### config.mk
export PLATFORM = sky130hd
export DESIGN_NAME = ready_gen_mc
export DESIGN_NICKNAME = d
export VERILOG_FILES = /design/src/rtl/ready_gen_mc.sv
export SDC_FILE = /design/constraint.sdc
export NUM_CORES = 1
export LEC_CHECK = 0
export ABC_AREA = 1
export CORE_MARGIN = 4
export CORE_UTILIZATION = 55
export CTS_BUF_LIST = sky130_fd_sc_hd__clkbuf_4
export DETAILED_ROUTE_END_ITERATION = 16
export GPL_TIMING_DRIVEN = 0
export PLACE_DENSITY = 0.81
export SETUP_SLACK_MARGIN = 0.1
export SYNTH_ARGS = -nofsm -noshare
export SYNTH_HDL_FRONTEND = slang
export SYNTH_SLANG_ARGS = --single-unit
export TNS_END_PERCENT = 5
### constraint.sdc
create_clock -name clk_i -period 4.7 [get_ports clk_i]
set_clock_uncertainty 0.2 [all_clocks]
set_input_delay 0.94 -clock clk_i [delete_from_list [all_inputs] [get_ports clk_i]]
set_output_delay 0.94 -clock clk_i [all_outputs]
set_load 0.05 [all_outputs]
### src/rtl/ready_gen_mc.sv
// ready_gen_mc: multi-channel programmable ready generator.
// Each channel times a request with its own delay. It raises ready together
// with the request ID captured when the request rose. In level mode ready
// holds while the request stays high; in pulse mode ready lasts one enabled
// cycle per request.
module ready_gen_mc #(
  parameter int CHANNELS    = 4,
  parameter int IDW         = 4,
  parameter int MAX_DLY     = 15,
  parameter int DEFAULT_DLY = 3,
  localparam int CW         = $clog2(MAX_DLY + 1)
) (
  input  logic                    clk_i,
  input  logic                    rst_i,
  input  logic                    ce_i,
  input  logic [CHANNELS-1:0]     req_i,
  input  logic [CHANNELS*IDW-1:0] id_i,
  input  logic                    cfg_we_i,
  input  logic [3:0]              cfg_ch_i,
  input  logic [CW-1:0]           cfg_dly_i,
  input  logic                    cfg_pulse_i,
  output logic [CHANNELS-1:0]     rdy_o,
  output logic [CHANNELS*IDW-1:0] id_o,
  output logic                    busy_o
);

  localparam logic [CW-1:0] MAX_DLY_C     = CW'(MAX_DLY);
  localparam logic [CW-1:0] DEFAULT_DLY_C = CW'(DEFAULT_DLY);

  typedef enum logic [1:0] {
    ST_IDLE,
    ST_COUNT,
    ST_READY,
    ST_DONE
  } state_t;

  state_t              state_q [CHANNELS];
  state_t              state_d [CHANNELS];
  logic [CW-1:0]       cnt_q   [CHANNELS];
  logic [CW-1:0]       cnt_d   [CHANNELS];
  logic [IDW-1:0]      idl_q   [CHANNELS];
  logic [IDW-1:0]      idl_d   [CHANNELS];
  logic [CW-1:0]       dly_q   [CHANNELS];
  logic                pulse_q [CHANNELS];

  logic [CHANNELS-1:0]     rdy_d;
  logic [CHANNELS*IDW-1:0] id_d;
  logic                    busy_d;
  logic [CW-1:0]           cfg_dly_clamped;

  // Out-of-range delay writes saturate at the largest supported delay
  always_comb begin
    cfg_dly_clamped = cfg_dly_i;
    if (cfg_dly_i > MAX_DLY_C) begin
      cfg_dly_clamped = MAX_DLY_C;
    end
  end

  // Config registers: written whenever strobed, independent of the clock enable.
  // Writes to channel indices beyond the implemented range match no channel.
  always_ff @(posedge clk_i) begin
    if (rst_i) begin
      for (int c = 0; c < CHANNELS; c++) begin
        dly_q[c]   <= DEFAULT_DLY_C;
        pulse_q[c] <= 1'b0;
      end
    end else if (cfg_we_i) begin
      for (int c = 0; c < CHANNELS; c++) begin
        if (cfg_ch_i == 4'(c)) begin
          dly_q[c]   <= cfg_dly_clamped;
          pulse_q[c] <= cfg_pulse_i;
        end
      end
    end
  end

  // Per-channel next-state logic; outputs are derived from the next state so
  // that the registered outputs line up with the state they describe
  always_comb begin
    rdy_d  = '0;
    id_d   = '0;
    busy_d = 1'b0;
    for (int c = 0; c < CHANNELS; c++) begin
      state_d[c] = state_q[c];
      cnt_d[c]   = cnt_q[c];
      idl_d[c]   = idl_q[c];
      if (ce_i) begin
        if (!req_i[c]) begin
          state_d[c] = ST_IDLE;
        end else begin
          case (state_q[c])
            ST_IDLE: begin
              idl_d[c] = id_i[c*IDW +: IDW];
              if (dly_q[c] == '0) begin
                state_d[c] = ST_READY;
              end else begin
                state_d[c] = ST_COUNT;
                cnt_d[c]   = dly_q[c] - CW'(1);
              end
            end
            ST_COUNT: begin
              if (cnt_q[c] == '0) begin
                state_d[c] = ST_READY;
              end else begin
                cnt_d[c] = cnt_q[c] - CW'(1);
              end
            end
            ST_READY: begin
              if (pulse_q[c]) begin
                state_d[c] = ST_DONE;
              end
            end
            ST_DONE: begin
              state_d[c] = ST_DONE;
            end
            default: begin
              state_d[c] = ST_IDLE;
            end
          endcase
        end
      end
      if (state_d[c] == ST_READY) begin
        rdy_d[c]            = 1'b1;
        id_d[c*IDW +: IDW]  = idl_d[c];
      end
      if (state_d[c] == ST_COUNT) begin
        busy_d = 1'b1;
      end
    end
  end

  // Channel state and registered outputs; reset wins over the clock enable
  always_ff @(posedge clk_i) begin
    if (rst_i) begin
      for (int c = 0; c < CHANNELS; c++) begin
        state_q[c] <= ST_IDLE;
        cnt_q[c]   <= '0;
        idl_q[c]   <= '0;
      end
      rdy_o  <= '0;
      id_o   <= '0;
      busy_o <= 1'b0;
    end else begin
      for (int c = 0; c < CHANNELS; c++) begin
        state_q[c] <= state_d[c];
        cnt_q[c]   <= cnt_d[c];
        idl_q[c]   <= idl_d[c];
      end
      rdy_o  <= rdy_d;
      id_o   <= id_d;
      busy_o <= busy_d;
    end
  end

endmodule
==> metrics.txt, run 1 <==
most frequent cell after synthesis=nor2_1; Yosys top cell by area=dfxtp_1; CP max-delay cell=clkdlybuf4s50_1; YS warnings=0; Initial DRT Pass Iterations=4; Tmin final=2730 ps; sequential element share of the synthesized area=52.4%; Setup violations, final=0; share of the synthesized area in the top cell type=35.2%; Cell variety after synth=34; top cells by area, synth=dfxtp_1 35%, edfxtp_1 17%, nor2_1 9.1%; core area=6030 µm²; Crit Path Class=register to output port; Static Leak=1.89 nW; Synth Cell Area=3470 µm²; Die X-Extent=87.5 µm; worst slew pin tran=646 ps; placer's final routability congestion estimate=0.897; PortBufs=52; clock root buffer=clkbuf_4; IO Count=54; layout cell share with drive strength beyond 1=9.96%; DR WL/cell=13.3 µm; CTS clk-pin slew, worst paths=130 ps; Post-synth EDFFs=20; Synth-to-Final Area Change=23.1%; CP delay by family, top=buffers and inverters; Critical Path Start Type=register; Max-Cap Viols=0; Final Max Tran Viols=0; total grt overflow=0; Cell Chain, Critical Path=clkdlybuf4s50_1; Main synth FF type=dfxtp_1; Yosys reg bits=81; Pwr per Cell Area=350 nW/µm²; critical path's largest stage delay=810 ps; setup slack at placement=2020 ps; CP Max Fanout=1; first-pass GRT wire length=12500 µm; Worst slew margin=56.9%; CTS tree=built; GRT Total Usage=21.2%; 1st-iter DRT viols=117; Routed Antenna Nets=0; RSZ-0062 raised after global routing=false; CTS hold repair buffers=0; Bufs and invs on worst path=1; Post-synth top cells=84 x nor2_1, 69 x nand2_1, 61 x dfxtp_1; setup tns final=0 ps; Avg Inst Size Synth=8.39 µm²; Initial Utilization=57.6%; min-delay worst type=register to register; Worst VDD drop=0.000273 V; FFs w/ async S/R, synth=0%; CP required=3560 ps; number of remaining DRC errors=0; H-Tree Depth=3; total die area=7650 µm²; Rows=28; clock tree buffer depth=2; largest net degree at the start of global routing=15; Arr. time, crit path=1590 ps; setup ws final=1970 ps; Die H=87.5 µm; nets@finish=514; status=complete, no violations; count of final hold-check violations=0; postcts setup bufs=0; CP Capture Type=output port; Peak Freq=366 MHz; average via count per standard cell=5.12; final WL=7410 µm; filler cell count=500; crit share post-route=58.1%; antenna violations before repair=0; clk_lat worst skew=430 ps; n_diodes=0; vias in the first global route=2838; clock sink count=81; cts bufs inserted=9; PostCTS Resize Cnt=0; syn nets=451; Via Count=2854; gate count of the mapped netlist=414; Post-DP HPWL=5410 µm
-- layout make-up --
cell class                      instances  area (µm²)  area share [%]
Clock inverter                          6         114            2.66
Clock buffer                           10        75.1            1.76
Timing Repair Buffer                   52         520            12.2
Sequential cell                        81        1820            42.6
Inverter                               50         188            4.39
Tap cell                               75        93.8            2.19
Buffer                                  6        32.5           0.761
Multi-Input combinational cell        277        1430            33.5
-- placed cells by master, fill, tap and decap left out, drive strengths merged --
| cell type | instances |
|---|---|
| edfxtp | 20 |
| dfxtp | 61 |
| xor2 | 5 |
| ha | 4 |
| nor3 | 11 |
| mux2i | 16 |
| o21a | 1 |
| a211oi | 3 |
| clkinv | 2 |
| clkbuf | 13 |
| nor4 | 2 |
| nand3b | 2 |
| inv | 51 |
| nand2 | 72 |
| bufinv | 3 |
| or2 | 7 |
| a21oi | 11 |
| clkdlybuf4s50 | 52 |
| buf | 3 |
| nor2 | 92 |
| nand3 | 21 |
| o21ai | 27 |
| nand4 | 3 |
-- metal layers --
| layer | track usage, % | share of wire [%] | vias to the layer above |
|---|---|---|---|
| met2 | 36.8 | 51 | 69 |
| met4 | 8.93 | 2.2 | 0 |
| li1 | - | - | 1456 |
| met5 | 0 | 0 | - |
| met3 | 4.07 | 5.9 | 16 |
| met1 | 25.4 | 41 | 1313 |
-- power by group --
group / leakage, nW / switching [W] / internal [W] / total (W)
clock network: 0.102 / 0.000248 / 0.000279 / 0.000527
registers: 0.692 / 0.0000211 / 0.000749 / 0.000770
logic: 1.10 / 0.000120 / 0.0000817 / 0.000201
total: 1.89 / 0.000389 / 0.00111 / 0.00150
-- worst reg2reg max path: cells and delay by family (launching register included) --
kind	cells	cell delay, ps
adder cells (fa/ha/maj)	1	200
AND/OR/NAND/NOR	2	380
AO/OA/AOI/OAI	2	170
buffers and inverters	1	90
flip-flops	1	440
XOR/XNOR	1	220
-- per-stage QoR --
stage | area (µm²) | hold slack [ps] | power [W] | cells | util [%]
finish | 4280 | 309 | 0.00150 | 557 | 71.0
global placement | 4090 | 272 | 0.000978 | 541 | 67.8
floorplan | 3470 | 260 | 0.000916 | 414 | -
CTS | 4280 | 312 | 0.00150 | 557 | 71.0
global route | 4280 | 337 | 0.00157 | 557 | 71.0
detailed placement | 4090 | 280 | 0.000984 | 541 | 67.8
-- logic make-up after synthesis --
group,Yosys count,synth area share (%)
AND/OR/NAND/NOR,210,26.9
adder cells (fa/ha/maj),4,1.44
XOR/XNOR,5,1.26
buffers and inverters,56,6.34
multiplexers,16,4.61
flip-flops,81,52.4
AO/OA/AOI/OAI,42,7.02
-- final timing paths --
check | cells after the start | end | slack, ps | from
hold / removal | 2 | idl_q[0][2] | 310 | idl_q[0][2]
hold reg to reg | 2 | idl_q[0][2] | 310 | idl_q[0][2]
setup reg to reg | 7 | cnt_q[2][2] | 2910 | state_q[2][1]
setup / recovery | 1 | id_o[3] | 1970 | id_o[3]
-- registers in the layout (all words and copies together) (netlist names) --
name	cells
state_q	8
pulse_q	4
dly_q	16
cnt_q	16
rdy_o	4
busy_o	1
id_o	16
idl_q	16
(Power assumes the default switching activity.)
==> run 2, diff against run 1 <==
==> constraint.sdc (replaced) <==
create_clock -name clk_i -period 2.64 [get_ports clk_i]
set_clock_uncertainty 0.2 [all_clocks]
set_input_delay 0.528 -clock clk_i [delete_from_list [all_inputs] [get_ports clk_i]]
set_output_delay 0.528 -clock clk_i [all_outputs]
set_load 0.05 [all_outputs]
==> results of run 2 <==
The final DEF is identical to that of run 1. Status: complete, no violations.
Among the figures that moved: setup slack after placement 2020 ps -> 374 ps; setup slack after layout 1970 ps -> 320 ps; register-to-register setup slack 2910 ps -> 850 ps; total power 0.00150 W -> 0.00267 W; worst IR drop on VDD 0.000273 V -> 0.000486 V
==> run 3, diff against run 2 <==
--- a/config.mk
+++ b/config.mk
@@ -6,9 +6,11 @@
 export NUM_CORES = 1
 export LEC_CHECK = 0
 export ABC_AREA = 1
+export CORE_ASPECT_RATIO = 0.6
 export CORE_MARGIN = 4
 export CORE_UTILIZATION = 55
 export CTS_BUF_LIST = sky130_fd_sc_hd__clkbuf_4
+export CTS_CLUSTER_SIZE = 20
 export DETAILED_ROUTE_END_ITERATION = 16
 export GPL_TIMING_DRIVEN = 0
 export PLACE_DENSITY = 0.81
==> run 3 against run 2 <==
Compared with the run above:
- sequential share of layout area up 0.72 points
- non-clock buffer count stayed put
- total power decreased by 12%
- die area up 0.55%
- first-iteration DRC count up 99%
- clock power shrank 35%
- worst hold slack worse by 4.4 ps
- sequential power about the same
- via count up 1.2%
- largest cell class unchanged
- highest routed layer unchanged
==> metrics.txt, run 3 (synthesis gave the netlist of run 1 again) <==
Post-DP HPWL=5720 µm; CP Max Fanout=1; 1st-iter DRT viols=233; total die area=7690 µm²; worst slew pin tran=598 ps; status=complete, no violations; CTS hold repair buffers=0; Hold Crit Endpoint=idl_q[3][0]; Rows=22; total grt overflow=0; final WL=7620 µm; Static Leak=1.86 nW; CP required=1910 ps; cts bufs inserted=9; CP Capture Type=output port; count of final hold-check violations=0; vias in the first global route=2864; Cell Chain, Critical Path=clkdlybuf4s50_1; commonest non-fill, non-tap cell in the layout=nor2_1; filler cell count=519; Die H=69.6 µm; hold depth=2; Tmin final=2300 ps; Peak Freq=435 MHz; first-pass GRT wire length=13100 µm; Storage cell area=1820 µm²; worst reg2reg path endpoint=cnt_q[1][2]; Routed Antenna Nets=0; min-delay worst type=register to register; Setup violations, final=0; critical path's largest stage delay=800 ps; IO Count=54; Worst slew margin=60.2%; largest net degree at the start of global routing=14; core area=6110 µm²; placer's final routability congestion estimate=0.836; RSZ-0062 raised after global routing=false; Initial DRT Pass Iterations=5; Final Max Tran Viols=0; CP max-delay cell=clkdlybuf4s50_1; clock sink count=81; layout cell share with drive strength beyond 1=9.54%; design area=4210 µm²; Bufs and invs on worst path=1; H-Tree Depth=3; Area after DPL=4100 µm²; worst r2r src=state_q[1][1]; Reg2Reg Setup Slack=840 ps; CP delay by family, top=buffers and inverters; Via Count=2888; setup tns final=0 ps; nets@finish=514; n_diodes=0; Worst R2R Path Depth=7; clock tree buffer depth=2; Initial Utilization=56.8%; hold path start=idl_q[3][0]; CTS tree=built; CTS clk-pin slew, worst paths=130 ps; Worst VDD drop=0.000297 V; final core occ=68.8%; crit share post-route=87.1%; PostCTS Resize Cnt=0; clock root buffer=clkbuf_4; footprint of the multi-input gates=1430 µm²; Die X-Extent=111 µm; Critical Path Start Type=register; DR WL/cell=13.5 µm; Max-Cap Viols=0; Synth-to-Final Area Change=21.1%; number of remaining DRC errors=0; average via count per standard cell=5.10; postcts setup bufs=0; GRT Total Usage=20.9%; clk_lat worst skew=420 ps; most frequent cells in the layout=84 x nor2_1, 69 x nand2_1, 61 x dfxtp_1, 52 x clkdlybuf4s50_1, 45 x inv_1; Crit Path Class=register to output port; PortBufs=52; Arr. time, crit path=1570 ps; antenna violations before repair=0; Pwr per Cell Area=557 nW/µm²
==> run 3: cell types whose count changed in the layout (fill, tap and decap cells not counted) <==
cell / delta
inv_4: +2
clkinv_2: +1
inv_6: -1
clkinv_4: -1
clkinv_1: +2
bufinv_16: -3
==> run 3: area by class of cell <==
cell class,count,share of cell area (%)
Buffer,6,0.774
Clock buffer,10,1.79
Clock inverter,6,0.744
Inverter,50,4.46
Multi-Input combinational cell,277,34.0
Sequential cell,81,43.3
Tap cell,84,2.50
Timing Repair Buffer,52,12.4
==> run 3: power by group <==
group          switching (W)  total (W)  internal [W]
clock               0.000408   0.000607      0.000199
combinational       0.000217   0.000363      0.000145
sequential         0.0000400    0.00137       0.00133
==> run 3: worst max-delay path by stage <==
stage	from	to	slack (ps)	cells past startpoint
finish	id_o[4]	id_o[4]	340	1
floorplan	ce_i	busy_o	1050	10
detailed placement	rst_i	dly_q[0][2]	370	4
CTS	id_o[4]	id_o[4]	320	1
global route	id_o[4]	id_o[4]	280	1
global placement	rst_i	cnt_q[0][2]	390	4
==> run 3: worst register-to-register path, stage by stage (launching register included) <==
cell and delay [ps]:
dfxtp_1 420, inv_2 90, nand2_1 90, or2_2 280, o21ai_1 150, ha_1 210
xor2_1 160, a21oi_1 90
==> run 3: layer usage <==
layer	up-vias	wire, µm	GRT usage, %
met3	17	563	5.93
met4	0	143	6.42
met5	-	0	0
met1	1320	3550	28.1
met2	98	3360	32.9
li1	1453	-	-
==> run 3: stage by stage <==
| step | std cells | hold slack, ps | setup slack (ps) | total power, W |
|---|---|---|---|---|
| 2_1_floorplan | 414 | 260 | 1050 | 0.00163 |
| 3_3_place_gp | 550 | 271 | 394 | 0.00174 |
| 3_5_place_dp | 550 | 282 | 372 | 0.00176 |
| 4_1_cts | 566 | 310 | 323 | 0.00235 |
| 5_1_grt | 566 | 347 | 284 | 0.00246 |
| 6_report | 566 | 305 | 340 | 0.00234 |
